--- config.mk ---
export PLATFORM = sky130hd
export DESIGN_NAME = alu_apb_master_flat
export DESIGN_NICKNAME = d
export VERILOG_FILES = /design/src/rtl/alu_apb_master_if.sv /design/src/rtl/alu_apb_master.sv /design/src/flat_wrapper.sv
export SDC_FILE = /design/constraint.sdc
export NUM_CORES = 1
export LEC_CHECK = 0
export ABC_CLOCK_PERIOD_IN_PS = 2680
export BUFFER_PORTS_ARGS = -buffer_cell sky130_fd_sc_hd__buf_2
export CAP_MARGIN = 10
export CORE_UTILIZATION = 52
export CTS_CLUSTER_DIAMETER = 30
export CTS_CLUSTER_SIZE = 16
export DETAILED_ROUTE_END_ITERATION = 16
export HOLD_SLACK_MARGIN = 0.03
export PLACE_DENSITY = 0.94
export SLEW_MARGIN = 40
export SYNTH_ARGS = -nofsm -noshare
export SYNTH_HDL_FRONTEND = slang
export SYNTH_SLANG_ARGS = --single-unit
--- constraint.sdc ---
create_clock -name clk -period 2.68 [get_ports clk]
set_input_delay 0.402 -clock clk [delete_from_list [all_inputs] [get_ports clk]]
set_output_delay 0.402 -clock clk [all_outputs]
set_load 0.03 [all_outputs]
--- src/rtl/alu_apb_master_if.sv ---
// Job request, result response and APB requester signals of alu_apb_master, bundled as one port.
// The master modport is the requester side; the slave modport is the host plus CSR slave side.
interface alu_apb_master_if #(
    parameter int ADDR_WIDTH     = 3,
    parameter int APB_BUS_SIZE   = 32,
    parameter int OPERAND_SIZE   = 12,
    parameter int OPERATION_SIZE = 2,
    parameter int FIFO_OUT_WIDTH = 25
);
    logic                      job_valid;
    logic                      job_ready;
    logic [OPERATION_SIZE-1:0] job_op;
    logic [OPERAND_SIZE-1:0]   job_data0;
    logic [OPERAND_SIZE-1:0]   job_data1;

    logic                      res_valid;
    logic                      res_ready;
    logic [FIFO_OUT_WIDTH-1:0] res_data;
    logic [1:0]                res_err;

    logic [ADDR_WIDTH-1:0]     addr;
    logic                      sel;
    logic                      en;
    logic                      write;
    logic [APB_BUS_SIZE-1:0]   wdata;
    logic [OPERATION_SIZE-1:0] ctrl_op;
    logic [APB_BUS_SIZE-1:0]   rdata;
    logic                      ready;
    logic                      slv_err;

    modport master (
        input  job_valid, job_op, job_data0, job_data1, res_ready, rdata, ready, slv_err,
        output job_ready, res_valid, res_data, res_err, addr, sel, en, write, wdata, ctrl_op
    );

    modport slave (
        output job_valid, job_op, job_data0, job_data1, res_ready, rdata, ready, slv_err,
        input  job_ready, res_valid, res_data, res_err, addr, sel, en, write, wdata, ctrl_op
    );
endinterface

--- src/rtl/alu_apb_master.sv ---
// APB requester for the ALU CSR slave: per job it writes both operands and the start command,
// then polls REG_RES with spaced retries until a result arrives or an error ends the job.
module alu_apb_master #(
    parameter int ADDR_WIDTH     = 3,
    parameter int APB_BUS_SIZE   = 32,
    parameter int OPERAND_SIZE   = 12,
    parameter int OPERATION_SIZE = 2,
    parameter int FIFO_OUT_WIDTH = 25,
    parameter int REG_CTRL       = 0,
    parameter int REG_0          = 1,
    parameter int REG_1          = 2,
    parameter int REG_RES        = 3,
    parameter int RETRY_MAX      = 8,
    parameter int RETRY_GAP      = 4,
    parameter int WAIT_MAX       = 16
) (
    input logic              clk,
    input logic              rst_n,
    alu_apb_master_if.master bus
);
    localparam int RETRY_W = $clog2(RETRY_MAX + 1);
    localparam int WAIT_W  = (WAIT_MAX > 1) ? $clog2(WAIT_MAX) : 1;
    localparam int GAP_W   = (RETRY_GAP > 1) ? $clog2(RETRY_GAP) : 1;

    typedef enum logic [2:0] {
        S_IDLE,
        S_SETUP,
        S_ACCESS,
        S_GAP,
        S_RWAIT,
        S_DONE
    } state_t;

    state_t                    r_state,   w_stateNext;
    logic [1:0]                r_step,    w_stepNext;
    logic [RETRY_W-1:0]        r_retry,   w_retryNext;
    logic [WAIT_W-1:0]         r_wait,    w_waitNext;
    logic [GAP_W-1:0]          r_gap,     w_gapNext;
    logic [OPERATION_SIZE-1:0] r_op,      w_opNext;
    logic [OPERAND_SIZE-1:0]   r_data0,   w_data0Next;
    logic [OPERAND_SIZE-1:0]   r_data1,   w_data1Next;
    logic [FIFO_OUT_WIDTH-1:0] r_resData, w_resDataNext;
    logic [1:0]                r_resErr,  w_resErrNext;

    logic                      w_busActive;
    logic                      w_isRead;
    logic [RETRY_W-1:0]        w_retryInc;
    logic [ADDR_WIDTH-1:0]     w_stepAddr;
    logic [APB_BUS_SIZE-1:0]   w_stepWdata;

    // Address and payload of the transfer belonging to the current step.
    always_comb begin
        w_stepAddr  = ADDR_WIDTH'(REG_RES);
        w_stepWdata = '0;
        case (r_step)
            2'd0: begin
                w_stepAddr  = ADDR_WIDTH'(REG_0);
                w_stepWdata = APB_BUS_SIZE'(r_data0);
            end
            2'd1: begin
                w_stepAddr  = ADDR_WIDTH'(REG_1);
                w_stepWdata = APB_BUS_SIZE'(r_data1);
            end
            2'd2: begin
                w_stepAddr  = ADDR_WIDTH'(REG_CTRL);
                w_stepWdata = APB_BUS_SIZE'({1'b1, r_op});
            end
            default: ;
        endcase
    end

    assign w_isRead    = (r_step == 2'd3);
    assign w_busActive = (r_state == S_SETUP) || (r_state == S_ACCESS);
    assign w_retryInc  = r_retry + 1'b1;

    // Bus outputs decode straight from state so a reset pulls sel/en low without waiting for a clock.
    assign bus.sel       = w_busActive;
    assign bus.en        = (r_state == S_ACCESS);
    assign bus.addr      = w_busActive ? w_stepAddr : '0;
    assign bus.write     = w_busActive & ~w_isRead;
    assign bus.wdata     = w_busActive ? w_stepWdata : '0;
    assign bus.ctrl_op   = (r_state != S_IDLE) ? r_op : '0;
    assign bus.job_ready = (r_state == S_IDLE);
    assign bus.res_valid = (r_state == S_DONE);
    assign bus.res_data  = r_resData;
    assign bus.res_err   = r_resErr;

    always_comb begin
        w_stateNext   = r_state;
        w_stepNext    = r_step;
        w_retryNext   = r_retry;
        w_waitNext    = r_wait;
        w_gapNext     = r_gap;
        w_opNext      = r_op;
        w_data0Next   = r_data0;
        w_data1Next   = r_data1;
        w_resDataNext = r_resData;
        w_resErrNext  = r_resErr;

        case (r_state)
            S_IDLE: begin
                if (bus.job_valid) begin
                    w_opNext      = bus.job_op;
                    w_data0Next   = bus.job_data0;
                    w_data1Next   = bus.job_data1;
                    w_stepNext    = 2'd0;
                    w_retryNext   = '0;
                    w_resDataNext = '0;
                    w_resErrNext  = 2'b00;
                    w_stateNext   = S_SETUP;
                end
            end

            S_SETUP: begin
                w_waitNext  = '0;
                w_stateNext = S_ACCESS;
            end

            // rdata and slv_err are only meaningful in the cycle ready is high.
            S_ACCESS: begin
                if (bus.ready) begin
                    if (!w_isRead) begin
                        if (bus.slv_err) begin
                            w_resErrNext = 2'b01;
                            w_stateNext  = S_DONE;
                        end else begin
                            w_stepNext  = r_step + 2'd1;
                            w_stateNext = S_GAP;
                        end
                    end else if (!bus.slv_err) begin
                        w_resDataNext = bus.rdata[FIFO_OUT_WIDTH-1:0];
                        w_resErrNext  = 2'b00;
                        w_stateNext   = S_DONE;
                    end else begin
                        w_retryNext = w_retryInc;
                        if (w_retryInc == RETRY_W'(RETRY_MAX)) begin
                            w_resDataNext = '0;
                            w_resErrNext  = 2'b10;
                            w_stateNext   = S_DONE;
                        end else begin
                            w_gapNext   = '0;
                            w_stateNext = S_RWAIT;
                        end
                    end
                end else if (r_wait == WAIT_W'(WAIT_MAX - 1)) begin
                    w_resErrNext = 2'b11;
                    w_stateNext  = S_DONE;
                end else begin
                    w_waitNext = r_wait + 1'b1;
                end
            end

            // The slave edge-detects sel, so every transfer is followed by at least one deselected cycle.
            S_GAP: begin
                w_stateNext = S_SETUP;
            end

            S_RWAIT: begin
                if (r_gap == GAP_W'(RETRY_GAP - 1)) begin
                    w_stateNext = S_SETUP;
                end else begin
                    w_gapNext = r_gap + 1'b1;
                end
            end

            S_DONE: begin
                if (bus.res_ready) begin
                    w_stateNext = S_IDLE;
                end
            end

            default: begin
                w_stateNext = S_IDLE;
            end
        endcase
    end

    always_ff @(posedge clk or negedge rst_n) begin
        if (!rst_n) begin
            r_state   <= S_IDLE;
            r_step    <= '0;
            r_retry   <= '0;
            r_wait    <= '0;
            r_gap     <= '0;
            r_op      <= '0;
            r_data0   <= '0;
            r_data1   <= '0;
            r_resData <= '0;
            r_resErr  <= '0;
        end else begin
            r_state   <= w_stateNext;
            r_step    <= w_stepNext;
            r_retry   <= w_retryNext;
            r_wait    <= w_waitNext;
            r_gap     <= w_gapNext;
            r_op      <= w_opNext;
            r_data0   <= w_data0Next;
            r_data1   <= w_data1Next;
            r_resData <= w_resDataNext;
            r_resErr  <= w_resErrNext;
        end
    end
endmodule

--- src/flat_wrapper.sv ---
// flat-port wrapper written by rule: the top's interface ports become plain ports
module alu_apb_master_flat 
#(
    parameter int ADDR_WIDTH     = 3,
    parameter int APB_BUS_SIZE   = 32,
    parameter int OPERAND_SIZE   = 12,
    parameter int OPERATION_SIZE = 2,
    parameter int FIFO_OUT_WIDTH = 25,
    parameter int REG_CTRL       = 0,
    parameter int REG_0          = 1,
    parameter int REG_1          = 2,
    parameter int REG_RES        = 3,
    parameter int RETRY_MAX      = 8,
    parameter int RETRY_GAP      = 4,
    parameter int WAIT_MAX       = 16
)
  (clk, rst_n, bus_job_valid, bus_job_op, bus_job_data0, bus_job_data1, bus_res_ready, bus_rdata, bus_ready, bus_slv_err, bus_job_ready, bus_res_valid, bus_res_data, bus_res_err, bus_addr, bus_sel, bus_en, bus_write, bus_wdata, bus_ctrl_op);
  alu_apb_master_if #(.ADDR_WIDTH(ADDR_WIDTH), .APB_BUS_SIZE(APB_BUS_SIZE), .OPERAND_SIZE(OPERAND_SIZE), .OPERATION_SIZE(OPERATION_SIZE), .FIFO_OUT_WIDTH(FIFO_OUT_WIDTH)) bus_i ();
  input logic clk;
  input logic rst_n;
  input wire logic [$bits(bus_i.job_valid)-1:0] bus_job_valid;
  input wire logic [$bits(bus_i.job_op)-1:0] bus_job_op;
  input wire logic [$bits(bus_i.job_data0)-1:0] bus_job_data0;
  input wire logic [$bits(bus_i.job_data1)-1:0] bus_job_data1;
  input wire logic [$bits(bus_i.res_ready)-1:0] bus_res_ready;
  input wire logic [$bits(bus_i.rdata)-1:0] bus_rdata;
  input wire logic [$bits(bus_i.ready)-1:0] bus_ready;
  input wire logic [$bits(bus_i.slv_err)-1:0] bus_slv_err;
  output wire logic [$bits(bus_i.job_ready)-1:0] bus_job_ready;
  output wire logic [$bits(bus_i.res_valid)-1:0] bus_res_valid;
  output wire logic [$bits(bus_i.res_data)-1:0] bus_res_data;
  output wire logic [$bits(bus_i.res_err)-1:0] bus_res_err;
  output wire logic [$bits(bus_i.addr)-1:0] bus_addr;
  output wire logic [$bits(bus_i.sel)-1:0] bus_sel;
  output wire logic [$bits(bus_i.en)-1:0] bus_en;
  output wire logic [$bits(bus_i.write)-1:0] bus_write;
  output wire logic [$bits(bus_i.wdata)-1:0] bus_wdata;
  output wire logic [$bits(bus_i.ctrl_op)-1:0] bus_ctrl_op;
  assign bus_i.job_valid = bus_job_valid;
  assign bus_i.job_op = bus_job_op;
  assign bus_i.job_data0 = bus_job_data0;
  assign bus_i.job_data1 = bus_job_data1;
  assign bus_i.res_ready = bus_res_ready;
  assign bus_i.rdata = bus_rdata;
  assign bus_i.ready = bus_ready;
  assign bus_i.slv_err = bus_slv_err;
  assign bus_job_ready = bus_i.job_ready;
  assign bus_res_valid = bus_i.res_valid;
  assign bus_res_data = bus_i.res_data;
  assign bus_res_err = bus_i.res_err;
  assign bus_addr = bus_i.addr;
  assign bus_sel = bus_i.sel;
  assign bus_en = bus_i.en;
  assign bus_write = bus_i.write;
  assign bus_wdata = bus_i.wdata;
  assign bus_ctrl_op = bus_i.ctrl_op;
  alu_apb_master #(.ADDR_WIDTH(ADDR_WIDTH), .APB_BUS_SIZE(APB_BUS_SIZE), .OPERAND_SIZE(OPERAND_SIZE), .OPERATION_SIZE(OPERATION_SIZE), .FIFO_OUT_WIDTH(FIFO_OUT_WIDTH), .REG_CTRL(REG_CTRL), .REG_0(REG_0), .REG_1(REG_1), .REG_RES(REG_RES), .RETRY_MAX(RETRY_MAX), .RETRY_GAP(RETRY_GAP), .WAIT_MAX(WAIT_MAX)) u_core (.clk(clk), .rst_n(rst_n), .bus(bus_i));
endmodule
# Yosys cells after proc, flatten, opt, wreduce, memory -nomap -nowiden
# Index checks and enable logic that the tools add are counted.
# op_classes
n_bitwise	2
mux	47
n_addsub	4
reduce_logical	15
eq_ne	27
# ops
cell	n
25-bit two-way mux	5
25-bit one-hot mux with 2 select lines	1
12-bit one-hot mux with 3 select lines	1
2-bit two-way mux	17
3-bit two-way mux	8
4-bit two-way mux	6
2-bit inequality test (second input constant)	10
5-bit AND reduction	4
3-bit one-hot mux with 6 select lines	1
4-bit one-hot mux with 2 select lines	2
12-bit two-way mux	1
2-bit one-hot mux with 2 select lines	3
4-bit by 1-bit adder with 4-bit output (second input constant)	2
4-bit equality test (second input constant)	2
2-bit equality test (second input constant)	3
3-bit by 2-bit equality test with 1-bit output (second input constant)	2
3-bit equality test (second input constant)	2
3-bit by 2-bit inequality test with 1-bit output (second input constant)	2
2-bit one-hot mux with 3 select lines	1
6-bit AND reduction	1
2-bit nonzero test	3
5-bit inequality test (second input constant)	1
2-bit by 1-bit adder with 2-bit output (second input constant)	2
2-bit by 1-bit inequality test with 1-bit output (second input constant)	2
other kinds (13)	13
# totals
elab_cells	105
ff_bits	68
out_inout_bits	69

# Longest topological paths before layout
# logic_depth
depth_word	7
ltp_mapped	7
depth_no_buf	5

# Worst setup path before layout
# No wires, ideal clock.
# synth_timing
kind	flip-flop to output port
from	reg u_core.r_state[0]
to	out bus_wdata[10]
n_path_buf	2
setup_slack_ns	0.152
stages_incl_launch_ff	7
t_arrival_ns	2.126
required_ns	2.278
path_cell_list	dfrtp_1 -> buf_2 -> nand2b_1 -> a21oi_1 -> nand2b_1 -> clkbuf_1 -> nor2_1
# synth_via
elab_chain_len	3
word_cells_on_any_way	4
# synth_rtl
element	line_no	text
from (decl)	alu_apb_master.sv:34	state_t r_state, w_stateNext;
from (signal assigned)	alu_apb_master.sv:191	r_state <= w_stateNext;
3-bit by 1-bit equality test with 1-bit output / 3-bit by 2-bit equality test with 1-bit output (equally long branches)	alu_apb_master.sv:73	assign w_busActive = (r_state == S_SETUP) || (r_state == S_ACCESS);
1-bit logical OR *	alu_apb_master.sv:73	
net bus_sel	flat_wrapper.sv:34	output wire logic [$bits(bus_i.sel)-1:0] bus_sel;
12-bit two-way mux *	alu_apb_master.sv:81	assign bus.wdata = w_busActive ? w_stepWdata : '0;
to (decl)	flat_wrapper.sv:37	output wire logic [$bits(bus_i.wdata)-1:0] bus_wdata;
# The timed path passes the listed nets; every way through them passes the cells marked *.

# Worst setup path in the final report
# layout_timing
from	reg u_core.r_state[1]
to	out bus_wdata[0]
# layout_via
elab_chain_len	3
word_cells_on_any_way	4
# layout_rtl
element	line_no
3-bit by 1-bit equality test with 1-bit output / 3-bit by 2-bit equality test with 1-bit output (equally long branches)	alu_apb_master.sv:73
1-bit logical OR *	alu_apb_master.sv:73
12-bit two-way mux *	alu_apb_master.sv:81
# Every way passes the cells marked *; elsewhere a longest branch is shown, timed or not.

==> results.yml <==
cells_and_area:
  layout_commonest_cell: "buf_2"
  nets: 457
  syn_to_final_growth_pct: 19.76
  layout_common_cells: "buf_2, dfrtp_1, mux2_2"
  antenna_cells: 0
  drive_gt1_frac: 0.4118
synth:
  yosysTopAreaCellShare: 0.5090
  ys_types: 51
  synthMuxAreaShare: 0.1070
  synth_compound_area_frac: 0.1647
  syn_inst: 285
  synth-simple-area-share: 0.09993
  synth_top_area_cell: "dfrtp_1"
  synth_edf_count: 0
  syn_avg_cell_area_um2: 11.73
  synthTopCellsByArea: "dfrtp_1, mux2_2, a22o_1, buf_4, ha_1"
  yosys_warnings: 0
  synth.cell_area_um2: 3343
  async_reset_ff_frac: 1.000
  yosys.area_share.adder: 0.02620
  synth-seq-area-share: 0.5090
  ys_seq_elements: 68
  synthXorXnorAreaFrac: 0
  synth_top_family_by_area: "compound AO/OA/AOI/OAI gates"
  synth-main-ff-cell: "dfrtp_1"
global_routing:
  overflow: 0
  grt_pass1_vias: 2331
  grt_max_degree: 38
  grt_util_all_layers: 0.2089
  grt_first_pass_wirelength_um: 10560
  antenna_found_initial: 0
worst_setup_path:
  r2r_cells: 5
  regToRegEndpoint: "u_core.bus.res_data[18]$_DFFE_PN0P_"
  r2r-start: "u_core.r_state[1]$_DFFE_PN0P_"
  path_cells: "nand2b_1, a21oi_1, nand2b_2, nor2_1, buf_2"
  worstPathRequired_ns: 2.28
  cp_top_family: "simple AND/OR/NAND/NOR gates"
  cp_slowest_cell: "dfrtp_1"
  critPathKind: "flop to output pin"
  crit_fanout: 13
  ff2ff_setup_slack_ns: 0.56
  cpPeakStageDelay_ns: 0.51
  cp.buffers_inverters: 1
  worst_setup_path_start_kind: "flop"
  end_kind: "output pin"
  arrival_ns: 2.08
clock_tree:
  clk_path_buf_depth: 2
  post-cts-setup-buffer-count: 0
  cts_hold_buf: 0
  ctsResizeCount: 0
  cts_tree: "done"
  root_buffer: "clkbuf_8"
  cts_sinks: 68
  htreeDepth: 3
  numCtsBuffers: 9
  cts.clk_slew.worst_paths_ns: 0.08
  clk_latency_ns: 0.34
floorplanning:
  ioPinCount: 133
  fp.dieArea_um2: 6754
  std_cell_rows: 28
  die_x_um: 82.18
  initial_core_util: 0.5516
  die_y_um: 82.18
  coreArea_um2: 6061
routing:
  dr.first_iter.drc_count: 104
  wire_per_inst_um: 14.57
  wirelength_um: 6791
  final_antenna_net_count: 0
  vias: 2495
  drt-pass1-iter-count: 4
  via_per_inst: 5.354
  drc: 0
sta:
  finalHoldViolCount: 0
  grt_setup_unrepaired: "no"
  tightest_slew_ns: 0.7042
  fin_crit_ns: 2.479
  maxSlewViolCount: 0
  slew_headroom: 0.5305
  fmax_ghz: 0.4035
  hold-worst-slack_ns: 0.1006
  finalSetupTns_ns: 0
  setup_viol: 0
  finalCritPeriodShare: 0.9248
  skew_ns: 0.01195
run_status:
  status: "complete, no violations"
place:
  routabilityCongestion: 0.8169
  hpwl_um: 4764
  portBuffers: 104
power_and_ir_drop:
  peakVddDrop_mv: 0.6777
  p_leak_nw: 2.103
  p_per_area_nw_per_um2: 1190
min_path:
  hp-class: "primary input to async pin"
run:
  cap_viol_max_count: 0
-- Yosys cell counts, types with 2 or more instances --
cell type and n:
buf_2 2, a22o_1 26, mux2i_1 2, mux2_2 30, buf_6 6, dfrtp_1 68
nand2_1 8, a21o_1 2, a222oi_1 2, o21a_1 2, nor3_1 3, a21oi_1 4
buf_4 24, ha_1 7, and2_1 2, nand3_1 9, nor3b_1 2, nor2b_1 3
nor2_1 17, nand2b_1 4, a22oi_1 9, o21ai_0 15, inv_1 6, clkbuf_1 5
-- sequential cells by signal (all words and copies together) (netlist names) --
register and flops:
u_core.r_gap 2, u_core.bus.res_err 2, u_core.r_step 2, u_core.r_data1 12
u_core.r_data0 12, u_core.bus.res_data 25, u_core.r_state 3, u_core.r_retry 4
u_core.r_op 2, u_core.r_wait 4
-- stage by stage --
step	std cells	setup slack, ns	cell area (um^2)	power [mW]	util
after global placement	449	0.3871	3784	3.840	0.6243
after detailed placement	449	0.4525	3791	3.936	0.6255
after floorplan	305	0.1515	3418	3.414	-
after CTS	465	0.06112	3990	4.793	0.6583
final	466	0.2014	4004	4.765	0.6606
after global routing	466	0.03439	4004	5.096	0.6606
-- power by group --
part / switching (mW) / total [mW] / internal (mW) / leakage, nW
sequential: 0.261 / 1.65 / 1.39 / 0.883
clock: 0.408 / 0.842 / 0.434 / 0.104
combinational: 1.43 / 2.27 / 0.835 / 1.12
total: 2.10 / 4.76 / 2.66 / 2.10
-- cells by family (layout without fill, tap and decap cells) --
family,after synthesis,in the layout
muxes,32,32
other,1,21
adders and majority gates,7,7
DFF,68,68
buffers and inverters,44,130
AOI/OAI and AO/OA,73,73
and+or+nand+nor,60,60
-- metal layers --
layer | track usage | share of wire
met4 | 0.07368 | 0.010
met1 | 0.2546 | 0.44
met2 | 0.3488 | 0.49
met5 | 0 | 0
met3 | 0.06484 | 0.060
-- worst max path at each step --
stage | cells past startpoint | from | slack [ns] | end
CTS | 5 | u_core.r_state[1]$_DFFE_PN0P_ | 0.06 | bus_wdata[11]
global route | 5 | u_core.r_state[1]$_DFFE_PN0P_ | 0.03 | bus_wdata[2]
global placement | 5 | u_core.r_state[1]$_DFFE_PN0P_ | 0.39 | u_core.bus.res_data[15]$_DFFE_PN0P_
floorplan | 6 | u_core.r_state[0]$_DFFE_PN0P_ | 0.15 | bus_wdata[10]
detailed placement | 5 | u_core.r_state[1]$_DFFE_PN0P_ | 0.45 | bus_wdata[11]
finish | 5 | u_core.r_state[1]$_DFFE_PN0P_ | 0.20 | bus_wdata[0]
-- final cells by class --
cell class	instances	area (um^2)
clock inverter	7	75.07
tap	75	93.84
multi-input combinational	193	1419
clock buffer	9	123.9
sequential	68	1702
timing repair buffer	107	559.3
fill	465	2057
inverter	7	31.28
(Power assumes the default switching activity.)
